### src/rtl/spi_pkg.sv
// spi_pkg: FSM states and CPOL/CPHA decode helpers.
// Shared by spi_slave and spi_master.
package spi_pkg;
   typedef enum logic [1:0] {IDLE, SHIFT, DONE} spi_state_e;
   function automatic logic cpol(input int mode);
      return mode[1];
   endfunction
   function automatic logic cpha(input int mode);
      return mode[0];
   endfunction
endpackage

### src/rtl/spi_sync.sv
// spi_sync: W-bit two-flop synchronizer with a per-bit reset value.
module spi_sync #(
   parameter int           W       = 1,
   parameter logic [W-1:0] RST_VAL = '0
) (
   input  logic         clk,
   input  logic         rst_n,
   input  logic [W-1:0] d_i,
   output logic [W-1:0] q_o
);
   logic [W-1:0] meta_q;
   always_ff @(posedge clk or negedge rst_n)
      if (!rst_n) begin
         meta_q <= RST_VAL;
         q_o    <= RST_VAL;
      end else begin
         meta_q <= d_i;
         q_o    <= meta_q;
      end
endmodule

### src/rtl/spi_slave.sv
// spi_slave: clk-domain SPI slave with a tx holding register and oversampled sclk/ss_n/mosi.
// Defining SPI_SLAVE_ERR_EN adds sticky overrun/underrun/abort flags, err_clr, rx_ack and irq.
module spi_slave
   import spi_pkg::*;
#(
   parameter int MODE             = 3,
   parameter int DATA_WIDTH       = 32,
   parameter int MSB_FIRST        = 1,
   parameter int SLAVE_ACTIVE_LOW = 1
) (
   input  logic                  clk,
   input  logic                  rst_n,
   input  logic [DATA_WIDTH-1:0] tx_data,
   input  logic                  tx_valid,
   output logic                  tx_ready,
   output logic [DATA_WIDTH-1:0] rx_data,
   output logic                  rx_valid,
   output logic                  busy,
`ifdef SPI_SLAVE_ERR_EN
   input  logic                  rx_ack,
   input  logic                  err_clr,
   output logic                  overrun,
   output logic                  underrun,
   output logic                  abort,
   output logic                  irq,
`endif
   input  logic                  sclk,
   input  logic                  mosi,
   input  logic                  ss_n,
   output logic                  miso,
   output logic                  miso_oe
);
   localparam int   CW  = $clog2(DATA_WIDTH + 1);
   localparam logic POL = cpol(MODE);
   localparam logic PHA = cpha(MODE);
   localparam logic SAL = SLAVE_ACTIVE_LOW != 0;
   localparam logic MSB = MSB_FIRST != 0;
   logic sclk_s, ss_s, mosi_s, sclk_q, ss_q;
   logic ss_on, ss_start, lead, trail, smp, shf, hs, last, start, quit, fire;
   logic [DATA_WIDTH-1:0] tx_sr_q, rx_sr_q, hold_q, rx_data_q, tx_sr_d, rx_sr_d;
   logic [CW-1:0] cnt_q;
   logic tx_ready_q, rx_valid_q, miso_oe_q;
   spi_state_e state_q;
   // ss_n resets to its active level so a frame already under way at reset release is skipped
   spi_sync #(.W(3), .RST_VAL({POL, ~SAL, 1'b0})) u_sync (
      .clk(clk),
      .rst_n(rst_n),
      .d_i({sclk, ss_n, mosi}),
      .q_o({sclk_s, ss_s, mosi_s})
   );
   always_ff @(posedge clk or negedge rst_n)
      if (!rst_n) {sclk_q, ss_q} <= {POL, ~SAL};
      else        {sclk_q, ss_q} <= {sclk_s, ss_s};
   assign ss_on    = ss_s ^ SAL;
   assign ss_start = ss_on & ~(ss_q ^ SAL);
   assign lead     = (sclk_s ^ POL) & ~(sclk_q ^ POL);
   assign trail    = ~(sclk_s ^ POL) & (sclk_q ^ POL);
   assign smp      = PHA ? trail : lead;
   assign shf      = PHA ? lead : trail;
   assign hs       = tx_valid & tx_ready_q;
   assign last     = cnt_q == CW'(DATA_WIDTH - 1);
   assign start    = state_q == IDLE && ss_start;
   assign quit     = state_q != IDLE && !ss_on;
   assign fire     = state_q == SHIFT && ss_on && smp && last;
   assign tx_sr_d  = MSB ? {tx_sr_q[DATA_WIDTH-2:0], 1'b0} : {1'b0, tx_sr_q[DATA_WIDTH-1:1]};
   assign rx_sr_d  = MSB ? {rx_sr_q[DATA_WIDTH-2:0], mosi_s} : {mosi_s, rx_sr_q[DATA_WIDTH-1:1]};
   always_ff @(posedge clk or negedge rst_n)
      if (!rst_n) begin
         state_q    <= IDLE;
         cnt_q      <= '0;
         tx_sr_q    <= '0;
         rx_sr_q    <= '0;
         hold_q     <= '0;
         rx_data_q  <= '0;
         tx_ready_q <= 1'b1;
         rx_valid_q <= 1'b0;
         miso_oe_q  <= 1'b0;
      end else begin
         rx_valid_q <= 1'b0;
         if (hs) begin
            hold_q     <= tx_data;
            tx_ready_q <= 1'b0;
         end
         if (start) begin
            state_q    <= SHIFT;
            cnt_q      <= '0;
            tx_sr_q    <= hs ? tx_data : (tx_ready_q ? '0 : hold_q);
            tx_ready_q <= 1'b1;
            miso_oe_q  <= 1'b1;
         end
         if (quit) begin
            state_q   <= IDLE;
            miso_oe_q <= 1'b0;
         end else if (state_q == SHIFT) begin
            if (smp) begin
               rx_sr_q <= rx_sr_d;
               cnt_q   <= cnt_q + CW'(1);
            end
            if (fire) begin
               state_q    <= DONE;
               rx_data_q  <= rx_sr_d;
               rx_valid_q <= 1'b1;
            end
            // with CPHA=1 the first bit is already on miso, so the first leading edge holds it
            if (shf && (!PHA || cnt_q != '0)) tx_sr_q <= tx_sr_d;
         end
      end
   assign tx_ready = tx_ready_q;
   assign rx_data  = rx_data_q;
   assign rx_valid = rx_valid_q;
   assign busy     = state_q != IDLE;
   assign miso     = MSB ? tx_sr_q[DATA_WIDTH-1] : tx_sr_q[0];
   assign miso_oe  = miso_oe_q;
`ifdef SPI_SLAVE_ERR_EN
   logic ovr_q, und_q, abt_q, pend_q;
   always_ff @(posedge clk or negedge rst_n)
      if (!rst_n) {ovr_q, und_q, abt_q, pend_q} <= '0;
      else begin
         pend_q <= fire | (pend_q & ~rx_ack);
         ovr_q  <= (ovr_q & ~err_clr) | (fire & pend_q & ~rx_ack);
         und_q  <= (und_q & ~err_clr) | (start & ~hs & tx_ready_q);
         abt_q  <= (abt_q & ~err_clr) | (quit & (state_q == SHIFT));
      end
   assign overrun  = ovr_q;
   assign underrun = und_q;
   assign abort    = abt_q;
   assign irq      = ovr_q | und_q | abt_q;
`endif
endmodule

### config.mk
export PLATFORM = sky130hd
export DESIGN_NAME = spi_slave
export DESIGN_NICKNAME = d
export VERILOG_FILES = /design/src/rtl/spi_pkg.sv /design/src/rtl/spi_sync.sv /design/src/rtl/spi_slave.sv
export SDC_FILE = /design/constraint.sdc
export NUM_CORES = 1
export LEC_CHECK = 0
export CORE_MARGIN = 5
export CORE_UTILIZATION = 40
export CTS_CLUSTER_DIAMETER = 40
export DETAILED_ROUTE_END_ITERATION = 8
export PLACE_DENSITY = 0.57
export SKIP_CTS_REPAIR_TIMING = 1
export SLEW_MARGIN = 20
export SYNTH_ARGS = -nofsm -noshare
export SYNTH_HDL_FRONTEND = slang
export SYNTH_SLANG_ARGS = --single-unit
### constraint.sdc
create_clock -name clk -period 3.5 [get_ports clk]
set_input_delay 0.35 -clock clk [delete_from_list [all_inputs] [get_ports clk]]
set_output_delay 0.35 -clock clk [all_outputs]
set_load 0.01 [all_outputs]
==> results of run 1 <==
## state kept, by name (all words and copies together) (netlist names)
| name | count |
|---|---|
| tx_ready | 1 |
| tx_sr_q | 32 |
| rx_valid | 1 |
| miso_oe | 1 |
| u_sync.q_o | 3 |
| rx_sr_q | 31 |
| cnt_q | 6 |
| rx_data | 32 |
| hold_q | 32 |
| sclk_q | 1 |
| state_q | 2 |
| ss_q | 1 |
| u_sync.meta_q | 3 |
## area by class of cell
class / count / share of cell area [%]
clock buffers: 21 / 6.021
clock inverters: 11 / 1.702
inverters: 7 / 0.3436
multi-input cells: 264 / 30.27
flip-flops and latches: 146 / 47.84
well taps: 188 / 3.076
repair buffers: 83 / 10.75
## final timing paths
path | slack, ps | end | cells after the start
max | 1260 | tx_sr_q[12] | 3
min | 3 | hold_q[8] | 1
max reg2reg | 1260 | tx_sr_q[12] | 3
min reg2reg | 350 | u_sync.q_o[0] | 0
max in group asynchronous | 2670 | tx_ready | 2
min in group clk | 340 | u_sync.meta_q[2] | 1
## cells by family (layout without fill, tap and decap cells)
group           after synthesis  count (layout)
fa+ha+maj                     2               2
buf+inv                      49             122
compound gates              106             106
flops                       146             146
mux                          98              98
simple gates                 58              58
## power by group through the flow
stage | clock (uW) | sequential (uW) | combinational (uW)
2_1_floorplan | 0 | 2050 | 341
3_3_place_gp | 0 | 2080 | 491
3_5_place_dp | 0 | 2090 | 509
6_report | 1780 | 2060 | 502
4_1_cts | 1840 | 2060 | 511
5_1_grt | 1920 | 2090 | 563
## cells in the mapped netlist, drive strengths merged (2+ instances only)
library cell and instances:
a21oi 4, a221oi 32, and2 2, buf 15, clkbuf 27, dfrtp 142
dfstp 4, ha 2, inv 7, mux2 96, mux2i 2, nand2 4
nand2b 2, nand4 3, nor2 34, nor2b 2, o2111ai 31, o21ai 3
o31ai 33, or4 2, or4b 2
## stage by stage
step | cells | area (sq um) | hold slack (ps) | total power [uW] | setup slack [ps]
floorplan | 459 | 6172 | 54.41 | 2395 | 1679
global placement | 688 | 7057 | 335.1 | 2575 | 1317
detailed placement | 688 | 7057 | 338.7 | 2597 | 1279
CTS | 720 | 7647 | 47.72 | 4410 | 1258
global route | 720 | 7647 | 93.21 | 4572 | 1160
finish | 720 | 7647 | 3.398 | 4343 | 1261
## metal layers
metal	GRT usage [%]	vias up	wire length [microns]
met5	0	-	0
met4	4.299	0	77
met3	6.564	7	1017
met2	23.35	115	6051
met1	20.14	2099	5824
li1	-	1879	-
## worst reg2reg max path: stages, from the launching register on
cell and delay (ps):
dfrtp_1 470, or4b_2 1110, a221oi_1 420, o31ai_1 110
==> summary.md, run 1 <==
| Metric | Value |
|---|---|
| Synth Area in XOR/XNOR | 0% |
| RSZ-0062 raised after global routing | false |
| Hold WC Path Type | in -> async |
| Clock power share | around two fifths |
| Die Wd | 134.2 microns |
| Adder-cell area share of the yosys netlist | less than 1% |
| Mapped cell area | 6172 sq um |
| Synth top area share | between 50% and 60% |
| Largest family of logic cells by synthesized area | multiplexers |
| Total Routed Length | 12.97 mm |
| Gpl congestion | 0.7194 |
| Commonest non-fill, non-tap cell in the layout | dfrtp_1 |
| Synth Warn # | 0 |
| Core Region | 15150 sq um |
| Worst-Margin Slew | 1063 ps |
| Clk sinks | ~150 |
| CP required | 3780 ps |
| Residual DRC count | 0 |
| Post-synth ARST share | 100.0% |
| Combinational share of power | 11.6% |
| First-pass GRT wire length | 22.43 mm |
| Maximum vdd drop | 0.0003431 V |
| Wirelength per Cell | 18.01 microns |
| Largest net degree at the start of global routing | 95 |
| Layout area overhead | 23.90% |
| Setup TNS | 0 ps |
| Max_cap viols | 0 |
| Syn Area/Cell | 13.45 sq um |
| Worst Path Arrival | ~2500 ps |
| Top post-synthesis cells by area | dfrtp_1 58%, mux2_2 18%, a221oi_1 4.5% |
| Final-report hold violation count | 0 |
| Peak Freq | approximately 450 MHz |
| Sequential fraction of the synthesis area | 59.27% |
| Endpoints failing setup | 0 |
| Critical path startpoint | u_sync.q_o[1] |
| # IOs | 75 |
| Kind of cell adding the most delay to the critical path | simple AND/OR/NAND/NOR gates |
| Sw frac | 24.55% |
| Pwr/cell area | 567.9 nW/um^2 |
| Net load switching power | 1066 uW |
| Vias | 4100 |
| Synth area leader | dfrtp_1 |
| Final min period | 2239 ps |
| Post-synth EDFFs | 0 |
| CP Buf/Inv Count | 0 |
| Mux contribution to synthesized area | 17.84% |
| Clk_lat worst skew | approximately 400 ps |
| Post-synthesis compound-gate area fraction | 14.07% |
| Synth Area in Simple Gates | 4.865% |
| Vias in the first global route | 4542 |
| FF/Latch Area | 3659 sq um |
| Reg power frac | 47.5% |
| Pre-Repair DR Iteration Count | 4 |
| Most used DFF post-synth | dfrtp_1 |
| CP endpoint kind | register |
| Gate Count Post-Synth | about 460 |
| Longest Clk Path Bufs | 2 |
| Flops & latches, synth | between 100 and 150 |
| Iteration-0 DRC Markers | 297 |
| Clock transition at path regs | approximately 60 ps |
| H-tree Lvls | 4 |
| Root buffer cell | clkbuf_16 |
| Fin nets | 559 |
| Status | complete, no violations |
| Detail Route Antenna Nets | 0 |
| Slowest CP cell | or4b_2 |
| Mean number of vias per cell | approximately 5.7 |
| Std cell rows | 45 |
| Overall global routing resource usage | approximately 15% |
| Die Footprint | 18020 sq um |
| Total CTS buffers | 17 |
| Library cells used by synthesis | 35 |
| CTS tree | yes |
| Critical R2R Launch | u_sync.q_o[1] |
| Fin. max-slew vios | 0 |
| Final period util | 63.97% |
| Die Y | 134.2 microns |
| Fin util | roughly half |
| Total grt overflow | 0 |
| Syn nets | 499 |
| Setup CP Type | reg -> reg |
| Effective utilization at floorplan | between 40% and 50% |
| Share of layout cells above drive strength 1 | ~28% |
| Internal power | 3277 uW |
| Max stage delay on crit path | 1110 ps |
| DPL Wire Length | roughly 7.6 mm |
| P_leak | 0.003260 uW |
| Cells along the critical path | or4b_2 -> a221oi_1 -> o31ai_1 |
| IO Port Bufs | between 70 and 80 |
| Slew headroom | 28.68% |
| # diodes | 0 |
| Startpoint types | register |
| Setup Skew | 7.477 ps |
| Area occupied by multi-input gates | between 2000 and 2500 sq um |
| Worst Path Max Fanout | 36 |
| Fill cell count | 1306 |
| Initial antenna violation count | 0 |
| Most frequent cells in the layout | 142 x dfrtp_1, 96 x mux2_2, 73 x clkdlybuf4s50_1 |
Power figures use the tool's default switching activity.
==> inputs of run 2 (changes only) <==
==> constraint.sdc (replaced) <==
create_clock -name clk -period 2.15 [get_ports clk]
set_input_delay 0.215 -clock clk [delete_from_list [all_inputs] [get_ports clk]]
set_output_delay 0.215 -clock clk [all_outputs]
set_load 0.01 [all_outputs]
==> summary.md, run 2 (synthesized netlist as in run 1, its figures left out) <==
| Metric | Value |
|---|---|
| Placed Cells incl. Taps | 696 |
| Std cell rows | between 40 and 50 |
| Detail Route Antenna Nets | 0 |
| PnR worst setup slack | 202.7 ps |
| Hold slack | 221.9 ps |
| Final period util | 90.57% |
| DPL Wire Length | 7.814 mm |
| Internal power | 5376 uW |
| Worst-Margin Slew | just under 500 ps |
| Net load switching power | between 1500 and 2000 uW |
| Die Footprint | 18020 sq um |
| Core Region | 15150 sq um |
| CP Buf/Inv Count | 1 |
| Maximum vdd drop | 0.0005686 V |
| Kind of cell adding the most delay to the critical path | simple AND/OR/NAND/NOR gates |
| CP required | between 2000 and 2500 ps |
| # IOs | 75 |
| P_leak | about 0.0033 uW |
| Setup TNS | 0 ps |
| WP depth | 4 |
| Clk_lat worst skew | between 400 and 500 ps |
| Worst Path Arrival | between 2000 and 2500 ps |
| Endpoints failing setup | 0 |
| Initial antenna violation count | 0 |
| Fin cells | 730 |
| Pwr/cell area | between 900 and 1000 nW/um^2 |
| H-tree Lvls | 4 |
| Total grt overflow | 0 |
| RSZ-0062 raised after global routing | false |
| First-pass GRT wire length | between 20 and 25 mm |
| Hold WC Path Type | in -> reg |
| CP endpoint kind | register |
| Clock power share | between 40% and 50% |
| Vias in the first global route | 4282 |
| Dpl ws | 202.1 ps |
| Most frequent cells in the layout | 142 x dfrtp_1, 96 x mux2_2, 73 x clkdlybuf4s50_1 |
| Longest Clk Path Bufs | 2 |
| Root buffer cell | clkbuf_16 |
| Iteration-0 DRC Markers | ~230 |
| Fin. max-slew vios | 0 |
| Reg power frac | between 40% and 50% |
| Mean number of vias per cell | roughly 5.6 |
| Gpl congestion | 0.7784 |
| Wirelength per Cell | 17.51 microns |
| Final min period | 1947 ps |
| Setup CP Type | reg -> reg |
| Cells along the critical path | or4b_2 -> buf_12 -> a221oi_1 -> o31ai_1 |
| Total power | 7135 uW |
| Share of layout cells above drive strength 1 | 29.21% |
| Combinational share of power | 11.7% |
| IO Port Bufs | 74 |
| Slew headroom | 67.61% |
| Max_cap viols | 0 |
| Pre-Repair DR Iteration Count | 4 |
| Residual DRC count | 0 |
| Worst Path Max Fanout | 36 |
| CTS tree | yes |
| Worst Reg2Reg Path Length in Cells | 4 |
| Clk sinks | 146 |
| Max stage delay on crit path | about 730 ps |
| Fin nets | around 570 |
| Overall global routing resource usage | 15.06% |
| Die Y | 134.2 microns |
| Cells on Worst Hold Path | 1 |
| Layout area overhead | 26.19% |
| Sw frac | 24.65% |
| Final-report hold violation count | 0 |
| Effective utilization at floorplan | approximately two fifths |
| Total CTS buffers | 17 |
| Peak Freq | 513.5 MHz |
| Total Routed Length | 12.78 mm |
| Status | complete, no violations |
| Vias | 4081 |
| Setup Skew | slightly below 8 ps |
| Commonest non-fill, non-tap cell in the layout | dfrtp_1 |
| Fill cell count | 1261 |
| Die Wd | 134.2 microns |
| Clock transition at path regs | around 60 ps |
| Startpoint types | register |
| Slowest CP cell | or4b_2 |
| Largest net degree at the start of global routing | 65 |
run 2: cell types whose count changed in the layout (fill, tap and decap cells not counted), sizes merged:
cell,delta
clkbuf,-1
diode,+1
buf,+8
clkinvlp,+1
dlygate4sd3,+1
run 2: stage by stage:
| stage | utilization [%] | area, sq um |
|---|---|---|
| global route | 51.41 | 7786 |
| floorplan | - | 6172 |
| CTS | 51.34 | 7776 |
| finish | 51.43 | 7789 |
| detailed placement | 47.40 | 7179 |
| global placement | 47.40 | 7179 |
run 2: power groups by stage:
stage | registers (uW) | clock network, uW | logic (uW)
floorplan | 3340 | 0 | 555
global placement | 3390 | 0 | 818
detailed placement | 3400 | 0 | 852
CTS | 3350 | 3040 | 854
global route | 3400 | 3160 | 944
finish | 3360 | 2940 | 837
run 2: layout make-up:
type	count	area, sq um	share of cell area (%)
Sequential cell	146	3659	46.97
Multi-Input combinational cell	264	2315	29.72
Timing Repair Buffer	92	954.7	12.26
Clock inverter	12	130.1	1.671
Tap cell	188	235.2	3.020
Inverter	7	26.28	0.3373
Antenna cell	1	2.502	0.03213
Clock buffer	20	466.7	5.992
run 2: path summary, 6_finish.rpt:
| path | startpoint | to | slack [ps] |
|---|---|---|---|
| worst min register to register | u_sync.meta_q[1] | u_sync.q_o[1] | 350 |
| worst min-delay path | sclk | u_sync.meta_q[2] | 220 |
| worst max register to register | u_sync.q_o[1] | tx_sr_q[18] | 200 |
| max in group asynchronous | rst_n | u_sync.q_o[2] | 1140 |
| min in group asynchronous | rst_n | hold_q[7] | 310 |
| worst max-delay path | u_sync.q_o[1] | tx_sr_q[18] | 200 |
run 2: per-layer routing:
layer	vias up	track usage (%)	part of all wire, %
met2	99	22.96	46
met3	21	5.326	6.6
met5	-	0	0
met1	2063	19.74	46
li1	1898	-	-
met4	0	5.939	1.6
==> inputs of run 3 (changes only) <==
--- a/config.mk
+++ b/config.mk
@@ -5,7 +5,6 @@
 export SDC_FILE = /design/constraint.sdc
 export NUM_CORES = 1
 export LEC_CHECK = 0
-export CORE_MARGIN = 5
 export CORE_UTILIZATION = 40
 export CTS_CLUSTER_DIAMETER = 40
 export DETAILED_ROUTE_END_ITERATION = 8
==> summary.md, run 3 (synthesized netlist as in run 1, its figures left out) <==
| Metric | Value |
|---|---|
| Final period util | 92.44% |
| Die Y | between 100 and 150 microns |
| Most frequent cells in the layout | 142 x dfrtp_1, 96 x mux2_2, 73 x clkdlybuf4s50_1 |
| Vias in the first global route | between 4000 and 5000 |
| Wirelength per Cell | 17.61 microns |
| Slowest CP cell | or4b_2 |
| Reg2Reg Setup Slack | 160 ps |
| Dpl ws | roughly 170 ps |
| Max_cap viols | 0 |
| Worst hold start | sclk |
| Die Wd | between 100 and 150 microns |
| RSZ-0062 raised after global routing | false |
| Effective utilization at floorplan | between 40 and 50% |
| Clk_lat worst skew | 420 ps |
| Status | complete, no violations |
| Internal power | about 5600 uW |
| Commonest non-fill, non-tap cell in the layout | dfrtp_1 |
| First-pass GRT wire length | 21.82 mm |
| Crit path to | tx_sr_q[16] |
| Layout area overhead | 26.82% |
| Maximum vdd drop | 0.0006229 V |
| Hold WC Path Type | in -> reg |
| Std cell rows | 45 |
| Fin. max-slew vios | 0 |
| Longest Clk Path Bufs | 2 |
| Largest net degree at the start of global routing | 65 |
| Pre-Repair DR Iteration Count | 6 |
| Iteration-0 DRC Markers | around 260 |
| CP Buf/Inv Count | 1 |
| P_leak | 0.003353 uW |
| Design area | 7828 sq um |
| Max stage delay on crit path | 740 ps |
| Reg power frac | a little under half |
| Total grt overflow | 0 |
| Pwr/cell area | 945.6 nW/um^2 |
| Worst Path Max Fanout | 36 |
| Sw frac | between 20% and 30% |
| Clock transition at path regs | around 60 ps |
| Startpoint types | register |
| Final-report hold violation count | 0 |
| Setup TNS | 0 ps |
| Clk sinks | about 150 |
| CP endpoint kind | register |
| IO Port Bufs | 74 |
| Total Routed Length | between 10 and 15 mm |
| Overall global routing resource usage | 17.44% |
| CTS tree | yes |
| # IOs | 75 |
| Total CTS buffers | 17 |
| Fin nets | between 500 and 600 |
| Initial antenna violation count | 1 |
| Kind of cell adding the most delay to the critical path | simple AND/OR/NAND/NOR gates |
| # diodes | 0 |
| Core Region | 15150 sq um |
| Setup Skew | 9.332 ps |
| Residual DRC count | 0 |
| Cells along the critical path | or4b_2 -> buf_12 -> a221oi_1 -> o31ai_1 |
| Peak Freq | 503.1 MHz |
| Setup CP Type | reg -> reg |
| Critical R2R Launch | u_sync.q_o[1] |
| Worst Path Arrival | 2270 ps |
| DPL Wire Length | 7.681 mm |
| Mean number of vias per cell | 5.623 |
| Root buffer cell | clkbuf_16 |
| Reg-to-reg endpoint | tx_sr_q[16] |
| Combinational share of power | between 10% and 20% |
| Net load switching power | roughly 1800 uW |
| Vias | a little over 4000 |
| PnR worst setup slack | 162.5 ps |
| Detail Route Antenna Nets | 0 |
| Worst Reg2Reg Path Length in Cells | 4 |
| Endpoints failing setup | 0 |
| Final min period | 1987 ps |
| CP required | 2440 ps |
| WP depth | 4 |
| Worst-Margin Slew | 518.5 ps |
| Gpl congestion | between 0.7 and 0.8 |
| Die Footprint | ~16000 sq um |
| H-tree Lvls | 4 |
| Critical path startpoint | u_sync.q_o[1] |
| Area after DPL | about 7000 sq um |
| Clock power share | between 40% and 50% |
| Slew headroom | 65.43% |
| Share of layout cells above drive strength 1 | roughly 29% |
==> run 3: worst register-to-register path, stage by stage (launching register included) <==
cell      delay, ps
dfrtp_1         470
or4b_2          740
buf_12          210
a221oi_1        330
o31ai_1         100
==> run 3: how the worst min path moves through the flow <==
stage | end | depth (start not counted)
6_report | u_sync.meta_q[2] | 1
5_1_grt | u_sync.meta_q[2] | 1
3_5_place_dp | hold_q[7] | 1
2_1_floorplan | cnt_q[0] | 0
4_1_cts | hold_q[4] | 1
3_3_place_gp | hold_q[7] | 1
==> run 3: power groups by stage <==
stage | logic [uW] | clock network [uW] | registers, uW
final | 846 | 3200 | 3360
after global routing | 940 | 3400 | 3410
after CTS | 859 | 3280 | 3360
after detailed placement | 857 | 0 | 3400
after global placement | 818 | 0 | 3390
after floorplan | 555 | 0 | 3340
==> run 3: layer usage <==
metal	GRT usage (%)	wire, microns	share of wire, %
met1	21.70	5769	45
met2	27.75	6040	47
met3	7.052	896	7.0
met4	5.457	92	0.72
met5	0	0	0
==> run 3: per-stage QoR <==
step | util, % | power, uW | hold slack [ps] | std cells
after floorplan | - | 3899 | -80.59 | 459
after global placement | 47.39 | 4209 | 214.1 | 694
after detailed placement | 47.39 | 4257 | 215.4 | 694
after CTS | 51.62 | 7497 | -239.6 | 726
after global routing | 51.68 | 7752 | 184.6 | 727
final | 51.68 | 7402 | 206.9 | 727
==> run 3: cell type report <==
class,instances,area [sq um]
Clock buffer,18,429.2
Multi-Input combinational cell,264,2315
Tap cell,188,235.2
Clock inverter,14,211.5
Inverter,7,26.28
Timing Repair Buffer,90,952.2
Fill cell,1279,7318
Sequential cell,146,3659
